===== src/rtl/fifo_adc_burst_if.sv =====
// Sample bus between the ADC capture front-end and the burst FIFO.
// The master drives write/read/clear requests; the slave (FIFO) returns data and status.
interface fifo_adc_burst_if #(
  parameter int unsigned DATA_WIDTH = 16,
  parameter int unsigned FIFO_DEPTH = 128
);
  localparam int unsigned LW = $clog2(FIFO_DEPTH) + 1;

  logic                  wr_en;
  logic [DATA_WIDTH-1:0] adc_data_in;
  logic                  rd_en;
  logic                  clr_ovf;
  logic [DATA_WIDTH-1:0] data_out;
  logic                  data_valid;
  logic [LW-1:0]         level;
  logic                  full;
  logic                  empty;
  logic                  almost_full;
  logic                  burst_ready;
  logic                  overflow;
  logic [15:0]           drop_count;

  modport master (
    output wr_en, adc_data_in, rd_en, clr_ovf,
    input  data_out, data_valid, level, full, empty,
           almost_full, burst_ready, overflow, drop_count
  );

  modport slave (
    input  wr_en, adc_data_in, rd_en, clr_ovf,
    output data_out, data_valid, level, full, empty,
           almost_full, burst_ready, overflow, drop_count
  );
endinterface


===== src/rtl/fifo_adc_burst.sv =====
// Synchronous ADC sample FIFO with exact occupancy, burst/almost-full flags
// and a saturating counter of writes dropped while full.
module fifo_adc_burst #(
  parameter int unsigned DATA_WIDTH = 16,
  parameter int unsigned FIFO_DEPTH = 128,
  parameter int unsigned BURST_LEN  = 16,
  parameter int unsigned AF_LEVEL   = 96
) (
  input logic             clk,
  input logic             reset,
  fifo_adc_burst_if.slave bus
);
  localparam int unsigned AW = $clog2(FIFO_DEPTH);
  localparam int unsigned LW = AW + 1;

  logic [DATA_WIDTH-1:0] mem [FIFO_DEPTH];
  logic [AW-1:0]         wr_ptr;
  logic [AW-1:0]         rd_ptr;
  logic [LW-1:0]         level_q;
  logic [LW-1:0]         level_nxt;
  logic                  full_q;
  logic                  empty_q;
  logic                  almost_full_q;
  logic                  burst_ready_q;
  logic [DATA_WIDTH-1:0] data_out_q;
  logic                  data_valid_q;
  logic                  overflow_q;
  logic [15:0]           drop_count_q;
  logic                  wr_acc;
  logic                  rd_acc;
  logic                  wr_drop;

  // Request qualification against the current registered flags.
  always_comb begin
    wr_acc    = 1'b0;
    rd_acc    = 1'b0;
    wr_drop   = 1'b0;
    level_nxt = level_q;
    wr_acc    = bus.wr_en & ~full_q;
    rd_acc    = bus.rd_en & ~empty_q;
    wr_drop   = bus.wr_en & full_q;
    if (wr_acc && !rd_acc) begin
      level_nxt = level_q + LW'(1);
    end else if (rd_acc && !wr_acc) begin
      level_nxt = level_q - LW'(1);
    end
  end

  // Sample storage is never cleared; reset only discards it via the pointers.
  always_ff @(posedge clk) begin
    if (!reset && wr_acc) begin
      mem[wr_ptr] <= bus.adc_data_in;
    end
  end

  // Pointers, occupancy and flags; flags come from the next-state level so
  // they never lag the level they describe.
  always_ff @(posedge clk) begin
    if (reset) begin
      wr_ptr        <= '0;
      rd_ptr        <= '0;
      level_q       <= '0;
      full_q        <= 1'b0;
      empty_q       <= 1'b1;
      almost_full_q <= 1'b0;
      burst_ready_q <= 1'b0;
    end else begin
      if (wr_acc) wr_ptr <= wr_ptr + AW'(1);
      if (rd_acc) rd_ptr <= rd_ptr + AW'(1);
      level_q       <= level_nxt;
      full_q        <= (level_nxt == LW'(FIFO_DEPTH));
      empty_q       <= (level_nxt == '0);
      almost_full_q <= (level_nxt >= LW'(AF_LEVEL));
      burst_ready_q <= (level_nxt >= LW'(BURST_LEN));
    end
  end

  // Read data path: data_out holds until the next accepted read.
  always_ff @(posedge clk) begin
    if (reset) begin
      data_out_q   <= '0;
      data_valid_q <= 1'b0;
    end else begin
      data_valid_q <= rd_acc;
      if (rd_acc) data_out_q <= mem[rd_ptr];
    end
  end

  // Overflow tracking; a same-cycle clear takes priority over a drop.
  always_ff @(posedge clk) begin
    if (reset) begin
      overflow_q   <= 1'b0;
      drop_count_q <= '0;
    end else if (bus.clr_ovf) begin
      overflow_q   <= 1'b0;
      drop_count_q <= '0;
    end else if (wr_drop) begin
      overflow_q <= 1'b1;
      if (drop_count_q != 16'hFFFF) drop_count_q <= drop_count_q + 16'd1;
    end
  end

  assign bus.data_out    = data_out_q;
  assign bus.data_valid  = data_valid_q;
  assign bus.level       = level_q;
  assign bus.full        = full_q;
  assign bus.empty       = empty_q;
  assign bus.almost_full = almost_full_q;
  assign bus.burst_ready = burst_ready_q;
  assign bus.overflow    = overflow_q;
  assign bus.drop_count  = drop_count_q;
endmodule


===== src/flat_wrapper.sv =====
// flat-port wrapper written by rule: the top's interface ports become plain ports
module fifo_adc_burst_flat 
#(
  parameter int unsigned DATA_WIDTH = 16,
  parameter int unsigned FIFO_DEPTH = 128,
  parameter int unsigned BURST_LEN  = 16,
  parameter int unsigned AF_LEVEL   = 96
)
  (clk, reset, bus_wr_en, bus_adc_data_in, bus_rd_en, bus_clr_ovf, bus_data_out, bus_data_valid, bus_level, bus_full, bus_empty, bus_almost_full, bus_burst_ready, bus_overflow, bus_drop_count);
  fifo_adc_burst_if #(.DATA_WIDTH(DATA_WIDTH), .FIFO_DEPTH(FIFO_DEPTH)) bus_i ();
  input logic clk;
  input logic reset;
  input wire logic [$bits(bus_i.wr_en)-1:0] bus_wr_en;
  input wire logic [$bits(bus_i.adc_data_in)-1:0] bus_adc_data_in;
  input wire logic [$bits(bus_i.rd_en)-1:0] bus_rd_en;
  input wire logic [$bits(bus_i.clr_ovf)-1:0] bus_clr_ovf;
  output wire logic [$bits(bus_i.data_out)-1:0] bus_data_out;
  output wire logic [$bits(bus_i.data_valid)-1:0] bus_data_valid;
  output wire logic [$bits(bus_i.level)-1:0] bus_level;
  output wire logic [$bits(bus_i.full)-1:0] bus_full;
  output wire logic [$bits(bus_i.empty)-1:0] bus_empty;
  output wire logic [$bits(bus_i.almost_full)-1:0] bus_almost_full;
  output wire logic [$bits(bus_i.burst_ready)-1:0] bus_burst_ready;
  output wire logic [$bits(bus_i.overflow)-1:0] bus_overflow;
  output wire logic [$bits(bus_i.drop_count)-1:0] bus_drop_count;
  assign bus_i.wr_en = bus_wr_en;
  assign bus_i.adc_data_in = bus_adc_data_in;
  assign bus_i.rd_en = bus_rd_en;
  assign bus_i.clr_ovf = bus_clr_ovf;
  assign bus_data_out = bus_i.data_out;
  assign bus_data_valid = bus_i.data_valid;
  assign bus_level = bus_i.level;
  assign bus_full = bus_i.full;
  assign bus_empty = bus_i.empty;
  assign bus_almost_full = bus_i.almost_full;
  assign bus_burst_ready = bus_i.burst_ready;
  assign bus_overflow = bus_i.overflow;
  assign bus_drop_count = bus_i.drop_count;
  fifo_adc_burst #(.DATA_WIDTH(DATA_WIDTH), .FIFO_DEPTH(FIFO_DEPTH), .BURST_LEN(BURST_LEN), .AF_LEVEL(AF_LEVEL)) u_core (.clk(clk), .reset(reset), .bus(bus_i));
endmodule

===== config.mk =====
export PLATFORM = sky130hd
export DESIGN_NAME = fifo_adc_burst_flat
export DESIGN_NICKNAME = d
export VERILOG_FILES = /design/src/rtl/fifo_adc_burst_if.sv /design/src/rtl/fifo_adc_burst.sv /design/src/flat_wrapper.sv
export SDC_FILE = /design/constraint.sdc
export NUM_CORES = 2
export LEC_CHECK = 0
export ABC_CLOCK_PERIOD_IN_PS = 5100
export CORE_MARGIN = 4
export CORE_UTILIZATION = 35
export DETAILED_ROUTE_END_ITERATION = 12
export SLEW_MARGIN = 20
export SYNTH_ARGS = -nofsm -noshare
export SYNTH_HDL_FRONTEND = slang
export SYNTH_SLANG_ARGS = --single-unit

===== constraint.sdc =====
create_clock -name clk -period 5.1 [get_ports clk]
set_input_delay 1.02 -clock clk [delete_from_list [all_inputs] [get_ports clk]]
set_output_delay 1.02 -clock clk [all_outputs]
set_load 0.05 [all_outputs]

* Word level (Yosys, flattened, before mapping)
Memories as Yosys holds them, arrays and structs flattened. A register that Yosys moved wholly into a read port is not among the register bits. Index checks and enable logic that the tools add are counted.
Operators by class: add/sub/neg operators 5, $mul 0, divide/modulo/power cells 0, $lt $le $gt $ge 2, eq/ne operators 2, shift operators 0, muxes and demuxes 4, bitwise gates (word level) 5, reduce and logical (&&, ||, !) cells 9
Operators with widths (number):
- adder 16 x 1 -> 16 bit, second input constant | 1
- two-way mux 8 bit | 2
- inequality test 16 bit, second input constant | 1
- adder 7 x 1 -> 7 bit, second input constant | 2
- adder 8 x 1 -> 8 bit, second input constant | 1
- == test 8 bit, second input constant | 1
- greater-or-equal comparator 8 x 5 -> 1 bit, second input constant | 1
- greater-or-equal comparator 8 x 7 -> 1 bit, second input constant | 1
- zero test 8 bit | 1
- subtractor 8 x 1 -> 8 bit, second input constant | 1
- AND 1 bit | 3
- logical AND 1 bit | 3
- zero test 1 bit | 3
- two-way mux 1 bit | 2
- NOT 1 bit | 2
- AND reduction 2 bit | 1
- OR reduction 2 bit | 1
Storage, ports and cells: register bits 44, latch bits 0, RAM bits 2048, ROM bits 0, input port bits 21, output and inout port bits 46, logic and storage cells 38, memories kept 1
Memory list:
- u_core.mem | depth 128, bits a word 16, read ports 1, clocked after Yosys merged registers in 1, wr ports 1, RTL line fifo_adc_burst.sv:16 | logic [DATA_WIDTH-1:0] mem [FIFO_DEPTH];

* Longest topological paths before layout
word-level depth 7, depth in mapped cells 12, gate-level depth less buffers 8

* Worst setup path before layout
Ideal clock, no wire load.
kind input to register, start input port bus_wr_en, end memory u_core.mem[72][0], enable pin, library setup time 0.431 ns, data arrival time 3.356 ns, required time 4.669 ns, slack 1.314 ns, cell stages on the path 5, buffers on the path 1, cell sequence nand2b_1 clkbuf_1 nor2_1 nand4_1 nor4_1
Between the ends: word-level cells in the longest chain between the ends 4
RTL lines:
- start, declared | RTL line flat_wrapper.sv:13 | input wire logic [$bits(bus_i.wr_en)-1:0] bus_wr_en;
- AND 1 bit | RTL line fifo_adc_burst.sv:39 | wr_acc = bus.wr_en & ~full_q;
- logical AND 1 bit | RTL line fifo_adc_burst.sv:51 | if (!reset && wr_acc) begin
- two-way mux 1 bit | RTL line fifo_adc_burst.sv:51
- two-way mux 1 bit (implied by the code) | RTL line fifo_adc_burst.sv:52 | mem[wr_ptr] <= bus.adc_data_in;
- end, declared | RTL line fifo_adc_burst.sv:16
No other way between the ends.

==> run summary <==
Finished Cell Area -> 0.0933 mm^2
# placed instances -> 6943
CP dominant cell by count -> a211oi_1
Primary FF master, synth -> edfxtp_1
Cell internal pwr -> 28.7 mW
Worst setup path class -> reg2reg
Net Count, Synth -> 3831
Cell area after synthesis -> 0.0814 mm^2
Skew-Pair Late Insertion Delay -> 0.85 ns
Clock network power share -> 39.1%
Vias -> 40851
CP startpoint -> u_core.rd_ptr[0]
Reg-to-reg slack, setup -> 0.99 ns
Antenna violations before repair -> 14
GR Layer Usage met3 -> 4.10%
Worst Tran Pin Value -> 1.19 ns
Starting density of the core -> 35.3%
Cell Chain, Critical Path -> buf_12 > or3b_2 > o221ai_1 > a221oi_1 > buf_4 > a211oi_1 > a311oi_1 > a211oi_1
Synth unique cells -> 66
# Post-CTS Setup Buffers -> 0
Min Tclk post-route -> 4.11 ns
Fin Setup TNS -> 0 ns
Sequential area share after synthesis -> 77.0%
Residual DRC -> 0
Pre-antenna DRT Iters -> 6
Final Hold Fails -> 0
Cts hold-fix bufs -> 0
RSZ-0062 raised after global routing -> no
M1 GR Usage -> 25.8%
Antenna-violating nets left -> 0
Cts bufs inserted -> 201
Post-Layout Cell Count -> 7318
Status -> finished clean
Worst reg2reg path depth -> 8
Layout area overhead -> 14.6%
DP Wirelength -> 136000 um
Row cnt -> 176
CTS Sinks -> 2108
DIE AREA -> 0.240 mm^2
Port-buffer cells -> 66
Startpoint types -> register
H-tree Lvls -> 4
Relative slew margins -> 19.8%
Final Power -> 37.5 mW
Reg power frac -> 51.2%
Critical path arrival -> 4.86 ns
Yosys reg bits -> 2108
Resized Gates After CTS -> 0
Critical Path RT -> 5.86 ns
Met2 usage -> 26.9%
CTS clock-pin slew for the worst setup and hold paths -> 0.07 ns
Levels on crit path -> 8
Reg2reg start -> u_core.rd_ptr[0]
Max cap viols -> 0
Critical Path End -> u_core.bus.data_out[10]
Place WS -> 0.638 ns
Count of pins over their slew limit -> 0
Final Cycle Share -> 80.5%
Post-synth EDFFs -> 2048
Avg Cell Area, Syn -> 21.4 um^2
Pwr/cell area -> 402 mW/mm^2
Drt wl/cell -> 30.0 um
Clock skew -> 0.0464 ns
Gpl congestion -> 0.899
CTS tree -> built
Crit path buffers/inverters -> 2
Final setup violation count -> 0
Die W -> 490 um
Worst hold slack -> 0.471 ns
Top Usage Layer GRT -> met2
Final core utilization -> 40.5%
Total GRT Usage -> 17.8%
Peak supply drop -> 0.268 mV
Sw power -> 8.72 mW
Share of layout cells above drive strength 1 -> 25.5%
Asr flop ratio synth -> 0%
Crit. End Element -> register
Worst setup margin -> 0.993 ns
Final WL -> 219000 um
First-pass GRT wire length -> 309000 um
Achievable Freq -> 243 MHz
Leak -> 28.1 nW
Die height -> 490 um
CTS max path bufs -> 3
Largest net degree at the start of global routing -> 85
Highest fanout seen on the critical path -> 40
RR Endpoint -> u_core.bus.data_out[10]
Sw Share -> 23.3%
Placed Instance Area -> 0.0868 mm^2
Hold WC Path Type -> reg2reg
Slowest stage delay, CP -> 1.02 ns
Core Box Area -> 0.231 mm^2
Final net count -> 4147
Total congestion overflow -> 0
Yosys warning total -> 0
Root buf cell -> clkbuf_16
Cell family with most CP delay -> compound AO/OA/AOI/OAI gates
Initial DRC count -> 5438
Slowest stage cell, crit path -> dfxtp_4
Comb pwr share -> 9.7%
Vias in the first global route -> 39779
Syn Inst Count -> 3805
Vias per Instance -> 5.58
Boundary pin count -> 67
-- power by group through the flow --
stage | clock network (mW) | registers, mW | logic, mW
6_report | 14.6 | 19.2 | 3.64
5_1_grt | 15.6 | 19.2 | 3.85
4_1_cts | 14.9 | 19.2 | 3.68
3_5_place_dp | 0 | 19.6 | 3.67
3_3_place_gp | 0 | 19.6 | 3.64
2_1_floorplan | 0 | 19.6 | 2.31
-- routing by layer --
layer | vias up | wire length (um)
met3 | 325 | 20200
met5 | - | 17
met2 | 2063 | 100000
li1 | 16587 | -
met4 | 4 | 7310
met1 | 21872 | 91500
-- cell usage after synthesis, drive strengths merged, types with 7 or more instances --
cell type	number	area share, %
nand3b	7	0.065
o22ai	33	0.25
inv	12	0.055
nand2b	11	0.085
buf	133	1.1
clkbuf	88	0.41
a22o	9	0.097
nor2b	11	0.085
nand2	105	0.48
nor2	188	0.87
o221ai	34	0.37
mux2	17	0.24
nor4	13	0.10
a22oi	42	0.39
a21oi	80	0.49
edfxtp	2048	76
a2111oi	7	0.083
mux4	485	13
a211oi	24	0.22
nand4	10	0.077
xnor2	19	0.20
mux2i	164	2.0
dfxtp	60	1.5
nand3	27	0.17
o31ai	10	0.092
a221oi	14	0.16
a311oi	8	0.086
or3	12	0.092
nor3	16	0.098
o211ai	17	0.16
o21ai	22	0.14
xor2	12	0.13
-- worst min-delay path: cells and delay by family (launching register included) --
family | cells | cell delay (ns)
flip-flops | 1 | 0.33
AND/OR/NAND/NOR | 2 | 0.12
-- cells in the final DEF, fill, tap and decap left out, types with 12 or more instances in the layout --
cell type / instances
buf_4: 266
o22ai_1: 33
mux2_2: 17
nor2_1: 180
mux2i_1: 164
o21ai_0: 21
edfxtp_1: 2048
a221oi_1: 13
clkdlybuf4s50_1: 49
a22oi_1: 42
clkbuf_1: 52
buf_12: 17
o211ai_1: 17
clkbuf_16: 202
clkinv_1: 47
a21oi_1: 80
nor3_1: 16
nand3_1: 27
nand2_1: 104
mux4_2: 485
a211oi_1: 24
bufinv_16: 15
dfxtp_1: 54
clkinv_2: 27
xnor2_1: 19
o221ai_1: 34
xor2_1: 12
-- worst min path at each step --
stage | from | to | slack [ns] | depth (start not counted)
6_report | u_core.bus.overflow | u_core.bus.overflow | 0.47 | 2
5_1_grt | bus_adc_data_in[6] | u_core.mem[59][6] | 0.52 | 1
4_1_cts | u_core.bus.overflow | u_core.bus.overflow | 0.48 | 2
3_5_place_dp | u_core.bus.overflow | u_core.bus.overflow | 0.46 | 2
3_3_place_gp | u_core.bus.overflow | u_core.bus.overflow | 0.46 | 2
2_1_floorplan | u_core.rd_ptr[1] | u_core.rd_ptr[1] | 0.58 | 3
-- flip-flops by register name (all words and copies together) (netlist names) --
| name | cells |
|---|---|
| u_core.wr_ptr | 7 |
| u_core.bus.burst_ready | 1 |
| u_core.mem | 2048 |
| u_core.bus.data_out | 16 |
| u_core.bus.empty | 1 |
| u_core.bus.drop_count | 16 |
| u_core.rd_ptr | 7 |
| u_core.bus.data_valid | 1 |
| u_core.bus.level | 8 |
| u_core.bus.almost_full | 1 |
| u_core.bus.overflow | 1 |
| u_core.bus.full | 1 |
-- layout make-up --
cell class              count  area (um^2)
repair buffers            334         2860
fillers                 20015       137000
well taps                3026         3790
inverters                  12         47.5
flip-flops and latches   2108        62700
clock inverters           113         1130
clock buffers             258         5310
multi-input cells        1464        17400
diodes                      3         7.51
-- kinds of logic (layout without fill, tap and decap cells) --
kind of cell | Yosys count | count (layout) | share of synthesized area (%)
flops | 2108 | 2108 | 77.0
mux | 666 | 666 | 15.7
simple gates | 426 | 426 | 2.36
compound gates | 336 | 336 | 2.91
buf+inv | 233 | 717 | 1.60
xor+xnor | 31 | 31 | 0.334
fa+ha+maj | 5 | 5 | 0.0769
other cells | 0 | 3 | 0
Power figures use the tool's default switching activity.
